--- config.mk ---
export PLATFORM = sky130hd
export DESIGN_NAME = uart_tx_mmio
export DESIGN_NICKNAME = d
export VERILOG_FILES = /design/src/rtl/uart_tx_mmio.sv
export SDC_FILE = /design/constraint.sdc
export NUM_CORES = 1
export LEC_CHECK = 0
export ABC_CLOCK_PERIOD_IN_PS = 3500
export CORE_ASPECT_RATIO = 0.6
export CORE_MARGIN = 4
export CORE_UTILIZATION = 53
export CTS_CLUSTER_SIZE = 14
export DETAILED_ROUTE_END_ITERATION = 12
export PLACE_DENSITY = 0.83
export SLEW_MARGIN = 10
export SYNTH_ARGS = -nofsm -noshare
export SYNTH_HDL_FRONTEND = slang
export SYNTH_SLANG_ARGS = --single-unit
--- constraint.sdc ---
create_clock -name clk -period 3.5 [get_ports clk]
set_input_delay 0.35 -clock clk [delete_from_list [all_inputs] [get_ports clk]]
set_output_delay 0.35 -clock clk [all_outputs]
set_load 0.01 [all_outputs]
--- src/rtl/uart_tx_mmio.sv ---
// Memory-mapped 8N1 UART transmitter: stores push bytes into a TX FIFO,
// a serializer drains it onto tx, loads return FIFO status and the divisor.
module uart_tx_mmio #(
    parameter int FIFO_DEPTH  = 8,
    parameter int DEFAULT_DIV = 1249
) (
    input  logic        clk,
    input  logic        reset,
    input  logic        wr_en,
    input  logic        rd_en,
    input  logic [3:0]  addr,
    input  logic [31:0] wr_data,
    output logic [31:0] rd_data,
    output logic        tx,
    output logic        irq
);

    localparam int             AW       = $clog2(FIFO_DEPTH);
    localparam logic [AW:0]    FULL_CNT = (AW+1)'(FIFO_DEPTH);

    typedef enum logic [1:0] {IDLE, START, DATA, STOP} state_t;

    logic [FIFO_DEPTH-1:0][7:0] mem;
    logic [AW-1:0]              wr_ptr, rd_ptr;
    logic [AW:0]                count;
    logic                       ovf;
    logic [15:0]                div;

    state_t                     state;
    logic [7:0]                 shift;
    logic [2:0]                 bit_idx;
    logic [15:0]                baud_cnt, reload;

    logic sel_data, sel_stat, sel_div;
    logic full, empty, busy, push, push_ok, pop, bit_end, irq_nxt;
    logic [7:0]  head;
    logic [31:0] status;
    logic        unused_ok;

    assign sel_data = (addr[3:2] == 2'd0);
    assign sel_stat = (addr[3:2] == 2'd1);
    assign sel_div  = (addr[3:2] == 2'd2);

    assign full    = (count == FULL_CNT);
    assign empty   = (count == '0);
    assign busy    = (state != IDLE);
    assign head    = mem[rd_ptr];
    assign bit_end = (baud_cnt == 16'd0);

    // Acceptance and pop both look at the count from before this edge, so a
    // push at full is lost even when the serializer pops on the same edge.
    assign push    = wr_en && sel_data;
    assign push_ok = push && !full;
    assign pop     = !empty && ((state == IDLE) || (state == STOP && bit_end));

    // irq follows the serializer going idle with nothing left to send.
    assign irq_nxt = empty && ((state == IDLE) || (state == STOP && bit_end));

    assign status    = {17'd0, 7'(count), 4'd0, ovf, busy, empty, full};
    assign unused_ok = ^{addr[1:0], wr_data[31:16]};

    always_comb begin
        rd_data = '0;
        if (rd_en) begin
            case (addr[3:2])
                2'd1:    rd_data = status;
                2'd2:    rd_data = {16'd0, div};
                default: rd_data = '0;
            endcase
        end
    end

    always_ff @(posedge clk) begin
        if (reset && push_ok) mem[wr_ptr] <= wr_data[7:0];
    end

    always_ff @(posedge clk) begin
        if (!reset) begin
            wr_ptr <= '0;
            rd_ptr <= '0;
            count  <= '0;
            ovf    <= 1'b0;
            div    <= 16'(DEFAULT_DIV);
        end else begin
            if (push_ok) wr_ptr <= wr_ptr + AW'(1);
            if (pop)     rd_ptr <= rd_ptr + AW'(1);
            case ({push_ok, pop})
                2'b10:   count <= count + (AW+1)'(1);
                2'b01:   count <= count - (AW+1)'(1);
                default: count <= count;
            endcase
            if (push && full)
                ovf <= 1'b1;
            else if (wr_en && sel_stat && wr_data[3])
                ovf <= 1'b0;
            if (wr_en && sel_div) div <= wr_data[15:0];
        end
    end

    // Serializer: reload is captured at each pop so DIV writes only affect
    // frames that start afterwards.
    always_ff @(posedge clk) begin
        if (!reset) begin
            state    <= IDLE;
            tx       <= 1'b1;
            irq      <= 1'b1;
            shift    <= '0;
            bit_idx  <= '0;
            baud_cnt <= '0;
            reload   <= '0;
        end else begin
            irq <= irq_nxt;
            case (state)
                IDLE: begin
                    if (!empty) begin
                        shift    <= head;
                        reload   <= div;
                        baud_cnt <= div;
                        tx       <= 1'b0;
                        state    <= START;
                    end
                end
                START: begin
                    if (bit_end) begin
                        baud_cnt <= reload;
                        bit_idx  <= '0;
                        tx       <= shift[0];
                        state    <= DATA;
                    end else begin
                        baud_cnt <= baud_cnt - 16'd1;
                    end
                end
                DATA: begin
                    if (bit_end) begin
                        baud_cnt <= reload;
                        if (bit_idx == 3'd7) begin
                            tx    <= 1'b1;
                            state <= STOP;
                        end else begin
                            shift   <= {1'b0, shift[7:1]};
                            tx      <= shift[1];
                            bit_idx <= bit_idx + 3'd1;
                        end
                    end else begin
                        baud_cnt <= baud_cnt - 16'd1;
                    end
                end
                STOP: begin
                    if (bit_end) begin
                        if (!empty) begin
                            shift    <= head;
                            reload   <= div;
                            baud_cnt <= div;
                            tx       <= 1'b0;
                            state    <= START;
                        end else begin
                            state <= IDLE;
                        end
                    end else begin
                        baud_cnt <= baud_cnt - 16'd1;
                    end
                end
                default: state <= IDLE;
            endcase
        end
    end

endmodule

==> run_results.csv, run 1 <==
group,metric,value,unit
run_status,status,"complete, no violations",
critical_path,end_kind,"register",
hold_path,hold_start,"reset",
clock_tree,cts_max_path_buffers,2,
detailed_routing,drtIter0Drc,711,
timing,rsz0062_at_grt,"no",
synthesis,synth_ff_type,"dfxtp_1",
detailed_routing,num_vias,5152,
power_and_ir_drop,power,6.519,mW
power_and_ir_drop,peakVddDrop,0.4332,mV
clock_tree,insertion_delay,410,ps
timing,max_freq,306.3,MHz
timing,finalCritPeriodShare,93.28,%
synthesis,seq_area_frac_synth,50.98,%
synthesis,synth_area,6675,µm²
critical_path,reg2reg_setup_slack,240,ps
final_layout,stdcell_count,848,
detailed_routing,antenna_left,0,
hold_path,hold_path_end,"tx",
placement,dp_hpwl,11320,µm
clock_tree,cts_hold_buf,0,
synthesis,ys_warn_count,0,
die,start_util,54.81,%
die,design.core.area,12180,µm²
die,die_h,94.93,µm
critical_path,crit_fanout,6,
synthesis,ys_types,59,
critical_path,r2r_cells,13,
die,fp.dieW,152.9,µm
placement,gp_congestion,0.9469,
synthesis,ys_seq_elements,138,
timing,setup_tns,0,ps
final_layout,multi_input_area,2973,µm²
final_layout,finalNetCount,726,
timing,hold_slack,386.0,ps
clock_tree,clockRootBuffer,"clkbuf_16",
timing,finalHoldViolCount,0,
final_layout,area_growth_syn_to_layout,16.98,%
detailed_routing,drt-total-wl,16550,µm
flow_run,drv_cap,0,
die,rows,31,
placement,dp_cells,816,
critical_path,worstPathRequired,3830,ps
synthesis,synth_edf_count,64,
grt,grt_pass1_vias,5093,
timing,relSlewSlack,37.24,%
die,ios,74,
grt,grt_pass1_wl,26940,µm
detailed_routing,dr.pass1.iters,5,
clock_tree,clk_pin_slew_worst_paths,60,ps
critical_path,r2r-start,"baud_cnt[0]",
clock_tree,numCtsBuffers,17,
clock_tree,htreeDepth,4,
grt,grt_max_degree,29,
hold_path,min_path_type,"input port to register",
timing,setup_violations,0,
final_layout,diodes,0,
grt,overflow,0,
final_layout,final_util,64.12,%
synthesis,synthArstFlopShare,0,%
final_layout,final_common_cell,"nand2_1",
critical_path,cp.arrival,3590,ps
clock_tree,cts_tree,"done",
critical_path,critPathKind,"register to register",
timing,drv_slew,0,
final_layout,final-seq-area,3403,µm²
synthesis,syn_area_per_cell,10.48,µm²
detailed_routing,wire_per_inst,19.52,µm
clock_tree,post-cts-setup-buffers,0,
critical_path,r2r_end,"count[2]",
critical_path,critPathLaunchType,"register",
clock_tree,clock-sinks,138,
detailed_routing,drc,0,
final_layout,fillerInstances,923,
final_layout,final_cell_mix,"nand2_1, dfxtp_1, edfxtp_1, a21oi_1",
clock_tree,ctsResizeCount,0,
placement,io_buffer_count,39,
power_and_ir_drop,powerDensity,834.9,nW/µm²
timing,finalClockSkew,10.42,ps
grt,antenna_found_initial,0,
synthesis,syn_inst,637,
detailed_routing,via_per_inst,6.075,
hold_path,hold_path_depth,2,
power_and_ir_drop,leakage,2.844,nW
timing,worst_pin_slew,937.9,ps
grt,grt_use_total,23.83,%
final_layout,drive_above_1_share,11.57,%
timing,fin_crit,3265,ps
die,dieArea,14510,µm²
worst max-delay path by stage:
| stage | from | end | slack (ps) | depth (start not counted) |
|---|---|---|---|---|
| floorplan | baud_cnt[0] | count[2] | 430 | 14 |
| global placement | baud_cnt[0] | count[2] | 320 | 13 |
| CTS | baud_cnt[0] | count[2] | 150 | 13 |
| global route | baud_cnt[0] | count[2] | 0.7 | 13 |
| detailed placement | baud_cnt[0] | count[2] | 210 | 13 |
| finish | baud_cnt[0] | count[2] | 240 | 13 |
Yosys cell counts, types with 5 or more instances:
cell type,instances,share of area [%]
nand2_1,117,6.6
dfxtp_1,74,22
edfxtp_1,64,29
a21oi_1,39,2.9
mux2i_1,38,5.7
clkbuf_1,31,1.7
nor2_1,31,1.7
o21ai_0,19,1.4
buf_4,16,1.8
ha_1,16,3.0
mux4_2,16,5.4
nand3_1,14,1.0
nor3_1,14,1.0
inv_1,12,0.67
a22oi_1,9,1.0
and3_1,9,0.84
a21o_1,8,0.90
a221o_1,7,1.0
nand2b_1,7,0.66
or3_1,7,0.66
xnor2_1,7,0.92
nor4_1,6,0.56
xor2_1,6,0.79
or4_1,5,0.56
sequential cells by signal, indices dropped and copies added, names as in the netlist:
register  count
reload       16
wr_ptr        3
state         2
irq           1
bit_idx       3
count         4
ovf           1
tx            1
baud_cnt     16
rd_ptr        3
mem          64
div          16
shift         8
metrics by stage:
| stage | setup slack (ps) | area [µm²] |
|---|---|---|
| after global placement | 324.5 | 7143 |
| final | 235.2 | 7809 |
| after floorplan | 430.0 | 6731 |
| after detailed placement | 211.7 | 7143 |
| after global routing | 0.6581 | 7809 |
| after CTS | 151.9 | 7800 |
final cells by class:
cell class / count / share of cell area [%]
clock inverters: 11 / 2.099
multi-input cells: 443 / 38.07
flip-flops and latches: 138 / 43.58
inverters: 13 / 0.6249
clock buffers: 21 / 6.313
repair buffers: 57 / 6.666
well taps: 165 / 2.644
cells by family after synthesis:
logic type | count (synthesis) | synth area share [%]
buf+inv | 71 | 5.548
xor+xnor | 13 | 1.706
mux | 56 | 11.43
other cells | 1 | 0.05618
flops | 138 | 50.98
compound gates | 119 | 11.88
simple gates | 223 | 15.39
fa+ha+maj | 16 | 2.999
critical path, cell delays in order (launching register included):
cell and delay (ps):
dfxtp_1 350, inv_1 90, ha_1 190, or3b_2 560, nor4_4 260, a31oi_2 220, nor2_1 190, ha_2 260
xor2_1 180, ha_1 160, a21oi_1 50, xor2_1 170, or3_1 320, a21oi_1 180
power by group:
group / internal [mW] / switching (mW) / total (mW)
clock network: 1.29 / 0.674 / 1.97
registers: 1.84 / 0.198 / 2.04
logic: 1.03 / 1.48 / 2.51
per-layer routing:
metal / routed length (µm) / track usage (%)
met4: 343 / 9.118
met2: 7173 / 35.74
met5: 0 / 0
met3: 1357 / 5.998
met1: 7674 / 33.61
No activity file was read; power rests on OpenSTA's default activity.
==> run 2: changes to the inputs <==
MAX_ROUTING_LAYER = met4   (was unset)
==> run 2 against run 1 <==
Net effect:
- worst hold slack got worse by 82 ps
- clock-buffer cell count is 4 lower
- cell count fell by 0.12%
- largest power group unchanged
- global-route usage down 0.17 points
- sequential cell count unchanged
- critical path depth is the same
- critical path type unchanged
- sequential power about the same
- cell area fell by 1.7%
- clock power decreased by 18%
==> run_results.csv, run 2 (synthesis results as in run 1) <==
group,metric,value,unit
run_status,status,"complete, no violations",
clock_tree,clockRootBuffer,"clkbuf_16",
placement,gp_congestion,0.9480,
die,die_h,94.93,µm
clock_tree,insertion_delay,420,ps
power_and_ir_drop,peakVddDrop,0.5119,mV
final_layout,area_growth_syn_to_layout,15.01,%
die,ios,74,
grt,grt_pass1_wl,25960,µm
critical_path,cp.arrival,3520,ps
detailed_routing,num_vias,5125,
placement,io_buffer_count,39,
critical_path,end_kind,"register",
timing,finalCritPeriodShare,90.46,%
critical_path,crit_fanout,6,
detailed_routing,drc,0,
clock_tree,cts_max_path_buffers,2,
timing,relSlewSlack,36.12,%
die,dieArea,14510,µm²
grt,antenna_found_initial,0,
die,design.core.area,12180,µm²
final_layout,top_register,"mem",
detailed_routing,dr.pass1.iters,6,
clock_tree,htreeDepth,4,
timing,setup_violations,0,
critical_path,worstPathRequired,3850,ps
timing,setup_tns,0,ps
detailed_routing,wire_per_inst,19.26,µm
final_layout,finalNetCount,725,
critical_path,critPathKind,"register to register",
final_layout,final_cell_mix,"nand2_1, dfxtp_1, edfxtp_1, a21oi_1",
flow_run,drv_cap,0,
detailed_routing,drt-total-wl,16320,µm
die,rows,31,
final_layout,drive_above_1_share,11.44,%
detailed_routing,antenna_left,0,
timing,finalClockSkew,7.357,ps
final_layout,fillerInstances,958,
die,fp.dieW,152.9,µm
detailed_routing,drtIter0Drc,508,
grt,grt_pass1_vias,4879,
detailed_routing,via_per_inst,6.051,
timing,worst_pin_slew,951.0,ps
timing,finalHoldViolCount,0,
grt,grt_use_total,23.65,%
final_layout,largest_reg_flops,64,
placement,dp_hpwl,11270,µm
timing,max_freq,315.9,MHz
grt,overflow,0,
critical_path,critPathLaunchType,"register",
final_layout,final_common_cell,"nand2_1",
clock_tree,clock-sinks,138,
power_and_ir_drop,powerDensity,800.4,nW/µm²
die,start_util,54.81,%
grt,grt_max_degree,30,
timing,fin_crit,3166,ps
timing,drv_slew,0,
clock_tree,cts_tree,"done",
timing,rsz0062_at_grt,"no",
power_and_ir_drop,power,6.145,mW
clock_tree,cts_hold_buf,0,
clock_tree,ctsResizeCount,0,
final_layout,diodes,0,
clock_tree,post-cts-setup-buffers,0,
clock_tree,clk_pin_slew_worst_paths,60,ps
power_and_ir_drop,leakage,2.756,nW
hold_path,min_path_type,"input port to register",
clock_tree,numCtsBuffers,17,
## run 2: cell count changes in the layout (fill, tap and decap cells not counted)
cell | before | now
clkinvlp_4 | 2 | 8
bufinv_16 | 4 | 0
clkbuf_16 | 19 | 17
buf_4 | 18 | 17
clkbuf_1 | 1 | 0
clkbuf_8 | 1 | 0
clkinv_1 | 0 | 1
clkinv_2 | 4 | 3
clkinv_4 | 1 | 2
inv_6 | 0 | 1
or3b_2 | 1 | 0
or3b_4 | 0 | 1
## run 2: path summary, 6_finish.rpt
check	start	end	slack (ps)	cells after the start
worst max-delay path	baud_cnt[0]	count[2]	330	13
worst min-delay path	reset	tx	300	2
worst max register to register	baud_cnt[0]	count[2]	330	13
worst min register to register	ovf	ovf	460	2
## run 2: stage by stage
stage	setup WS (ps)	utilization, %	hold WS (ps)	cell area, µm²	cells
final	334.0	63.04	304.5	7677	847
after global routing	126.9	63.04	340.5	7677	847
after CTS	118.2	62.94	293.3	7666	847
after detailed placement	163.8	58.59	449.4	7136	815
after global placement	316.9	58.59	441.0	7136	815
after floorplan	430.0	-	431.6	6731	652
## run 2: final cells by class
cell class | instances | area [µm²] | area share, %
Clock buffer | 17 | 425.4 | 5.541
Clock inverter | 15 | 105.1 | 1.369
Inverter | 13 | 48.80 | 0.6356
Multi-Input combinational cell | 443 | 2975 | 38.75
Sequential cell | 138 | 3403 | 44.33
Tap cell | 165 | 206.4 | 2.689
Timing Repair Buffer | 56 | 513.0 | 6.682
## run 2: layer usage
| layer | vias up | routed length, µm | share of wire, % | GRT usage, % |
|---|---|---|---|---|
| met1 | 2477 | 7348 | 45 | 33.43 |
| met2 | 267 | 7289 | 45 | 34.52 |
| met3 | 30 | 1446 | 8.9 | 5.586 |
| met5 | - | 0 | 0 | - |
| li1 | 2351 | - | - | - |
| met4 | 0 | 231 | 1.4 | 6.301 |
## run 2: critical path, cell delays in order, from the launching register on
cell	delay, ps
dfxtp_1	360
inv_1	100
ha_1	190
or3b_4	450
nor4_4	300
a31oi_2	220
nor2_1	170
ha_2	270
xor2_1	190
ha_1	170
a21oi_1	50
xor2_1	170
or3_1	320
a21oi_1	140
## run 2: power breakdown
group,total (mW),internal (mW),switching (mW),leakage [nW]
registers,2.04,1.84,0.197,1.18
clock network,1.61,0.899,0.708,0.237
logic,2.50,1.04,1.46,1.34
total,6.15,3.78,2.37,2.76
==> run 3: changes to the inputs <==
DONT_BUFFER_PORTS = 1   (was unset)
PLACE_DENSITY = 0.75   (was 0.83)
==> run 3 against run 2 <==
Net effect:
- sequential cell count did not move
- via count fell by 1.3%
- global-route usage fell by 0.21 points
- cell area fell by 3.6%
- critical endpoint unchanged
- sequential power barely moved
- first-iteration DRC count rose by 25%
- worst hold slack got worse by 270 ps
- register-to-register slack got worse by 120 ps
==> run_results.csv, run 3 (synthesis results as in run 1) <==
group,metric,value,unit
final_layout,top_register,"mem",
hold_path,hold_path_end,"mem[58]",
clock_tree,numCtsBuffers,17,
critical_path,critical_path.max_stage_delay,450,ps
final_layout,final_cell_area,7403,µm²
timing,max_freq,304.3,MHz
final_layout,finalNetCount,685,
detailed_routing,drt-total-wl,16220,µm
die,ios,74,
critical_path,r2r_end,"count[2]",
critical_path,critPathKind,"register to register",
critical_path,crit_slowest_cell,"or3b_4",
critical_path,r2r_cells,13,
clock_tree,cts_hold_buf,0,
critical_path,cp.arrival,3630,ps
timing,setup_violations,0,
clock_tree,insertion_delay,420,ps
clock_tree,htreeDepth,4,
placement,io_buffer_count,0,
final_layout,diodes,0,
placement,gp_congestion,0.9219,
critical_path,r2r-start,"baud_cnt[0]",
die,start_util,54.81,%
power_and_ir_drop,power,6.440,mW
die,rows,31,
final_layout,final_common_cell,"nand2_1",
clock_tree,clk_pin_slew_worst_paths,60,ps
critical_path,worstPathRequired,3840,ps
hold_path,min_path_type,"input port to register",
die,dieArea,14510,µm²
critical_path,crit_chain,"inv_1 -> ha_1 -> or3b_4 -> nor4_4 -> a31oi_2 -> nor2_2 -> ha_2 -> xor2_1 -> ha_1 -> a21oi_1 -> xor2_1 -> or3_1 -> a21oi_1",
timing,finalHoldViolCount,0,
final_layout,fillerInstances,970,
hold_path,hold_path_depth,0,
flow_run,drv_cap,0,
placement,place_worst_setup_slack,11.62,ps
run_status,status,"complete, no violations",
critical_path,critPathLaunchType,"register",
grt,grt_max_degree,68,
die,fp.dieW,152.9,µm
placement,placedInstanceArea,6735,µm²
placement,dp_cells,774,
timing,relSlewSlack,38.36,%
detailed_routing,num_vias,5056,
final_layout,drive_above_1_share,11.99,%
final_layout,largest_reg_flops,64,
detailed_routing,dr.pass1.iters,6,
hold_path,hold_start,"wr_data[2]",
final_layout,stdcell_count,807,
critical_path,path_buf_inv,1,
detailed_routing,antenna_left,0,
grt,grt_pass1_wl,25910,µm
critical_path,crit_fanout,6,
die,die_h,94.93,µm
detailed_routing,drc,0,
timing,drv_slew,0,
final_layout,final_cell_mix,"nand2_1, dfxtp_1, edfxtp_1, a21oi_1, mux2i_1",
clock_tree,cts_tree,"done",
die,design.core.area,12180,µm²
timing,fin_ws,213.7,ps
critical_path,end_kind,"register",
timing,fin_crit,3286,ps
detailed_routing,wire_per_inst,20.09,µm
power_and_ir_drop,leakage,2.673,nW
clock_tree,clockRootBuffer,"clkbuf_16",
detailed_routing,via_per_inst,6.265,
critical_path,reg2reg_setup_slack,210,ps
placement,dp_hpwl,10660,µm
detailed_routing,drtIter0Drc,637,
timing,worst_pin_slew,917.5,ps
critical_path,critPathTopFamily,"simple AND/OR/NAND/NOR gates",
clock_tree,clock-sinks,138,
grt,overflow,0,
clock_tree,cts_max_path_buffers,2,
final_layout,area_growth_syn_to_layout,10.91,%
grt,grt_pass1_vias,4919,
grt,antenna_found_initial,0,
power_and_ir_drop,powerDensity,869.9,nW/µm²
power_and_ir_drop,peakVddDrop,0.4638,mV
timing,finalClockSkew,6.948,ps
grt,grt_use_total,23.45,%
timing,finalCritPeriodShare,93.89,%
==> run 3: cell types whose count changed in the layout (fill, tap and decap cells not counted), sizes merged <==
cell,delta
bufinv,+5
clkinvlp,-4
clkdlybuf4s50,-38
buf,-2
clkinv,-2
inv,+1
==> run 3: repair_timing <==
action	in CTS	in global routing
buffers inserted	0	1
pin swaps	0	1
gates resized for setup	1	3
endpoints found under the setup margin	1	1
==> run 3: worst max path at each step <==
stage	startpoint	end	slack [ps]	cells after the start
3_3_place_gp	baud_cnt[0]	count[2]	250	13
6_report	baud_cnt[0]	count[2]	210	13
5_1_grt	baud_cnt[0]	count[2]	-30	13
3_5_place_dp	baud_cnt[0]	count[2]	10	13
4_1_cts	baud_cnt[0]	count[2]	50	13
2_1_floorplan	baud_cnt[0]	count[2]	430	14
==> run 3: routing by layer <==
| metal | GRT usage, % | share of wire [%] | up-vias |
|---|---|---|---|
| met5 | - | 0 | - |
| met4 | 6.449 | 1.3 | 0 |
| met3 | 5.952 | 11 | 31 |
| met2 | 35.37 | 44 | 325 |
| met1 | 31.83 | 43 | 2428 |
| li1 | - | - | 2272 |
==> run 3: area by class of cell <==
class | instances | area (µm²) | area share, %
repair buffers | 16 | 120.1 | 1.622
well taps | 165 | 206.4 | 2.789
flip-flops and latches | 138 | 3403 | 45.97
clock buffers | 17 | 425.4 | 5.746
inverters | 13 | 48.80 | 0.6591
multi-input cells | 443 | 2978 | 40.22
clock inverters | 15 | 221.5 | 2.991
==> run 3: where the power goes <==
part	switching, mW	total (mW)	internal (mW)
clock network	0.688	1.95	1.26
logic	1.44	2.44	0.999
registers	0.203	2.05	1.84
total	2.34	6.44	4.10
==> run 3: per-stage QoR <==
stage / setup TNS, ps / hold WS, ps / utilization [%]
2_1_floorplan: 0 / 431.6 / -
3_3_place_gp: 0 / 441.5 / 55.30
3_5_place_dp: 0 / 448.5 / 55.30
4_1_cts: 0 / 17.94 / 60.63
5_1_grt: -30.97 / 9.835 / 60.79
6_report: 0 / 29.70 / 60.79
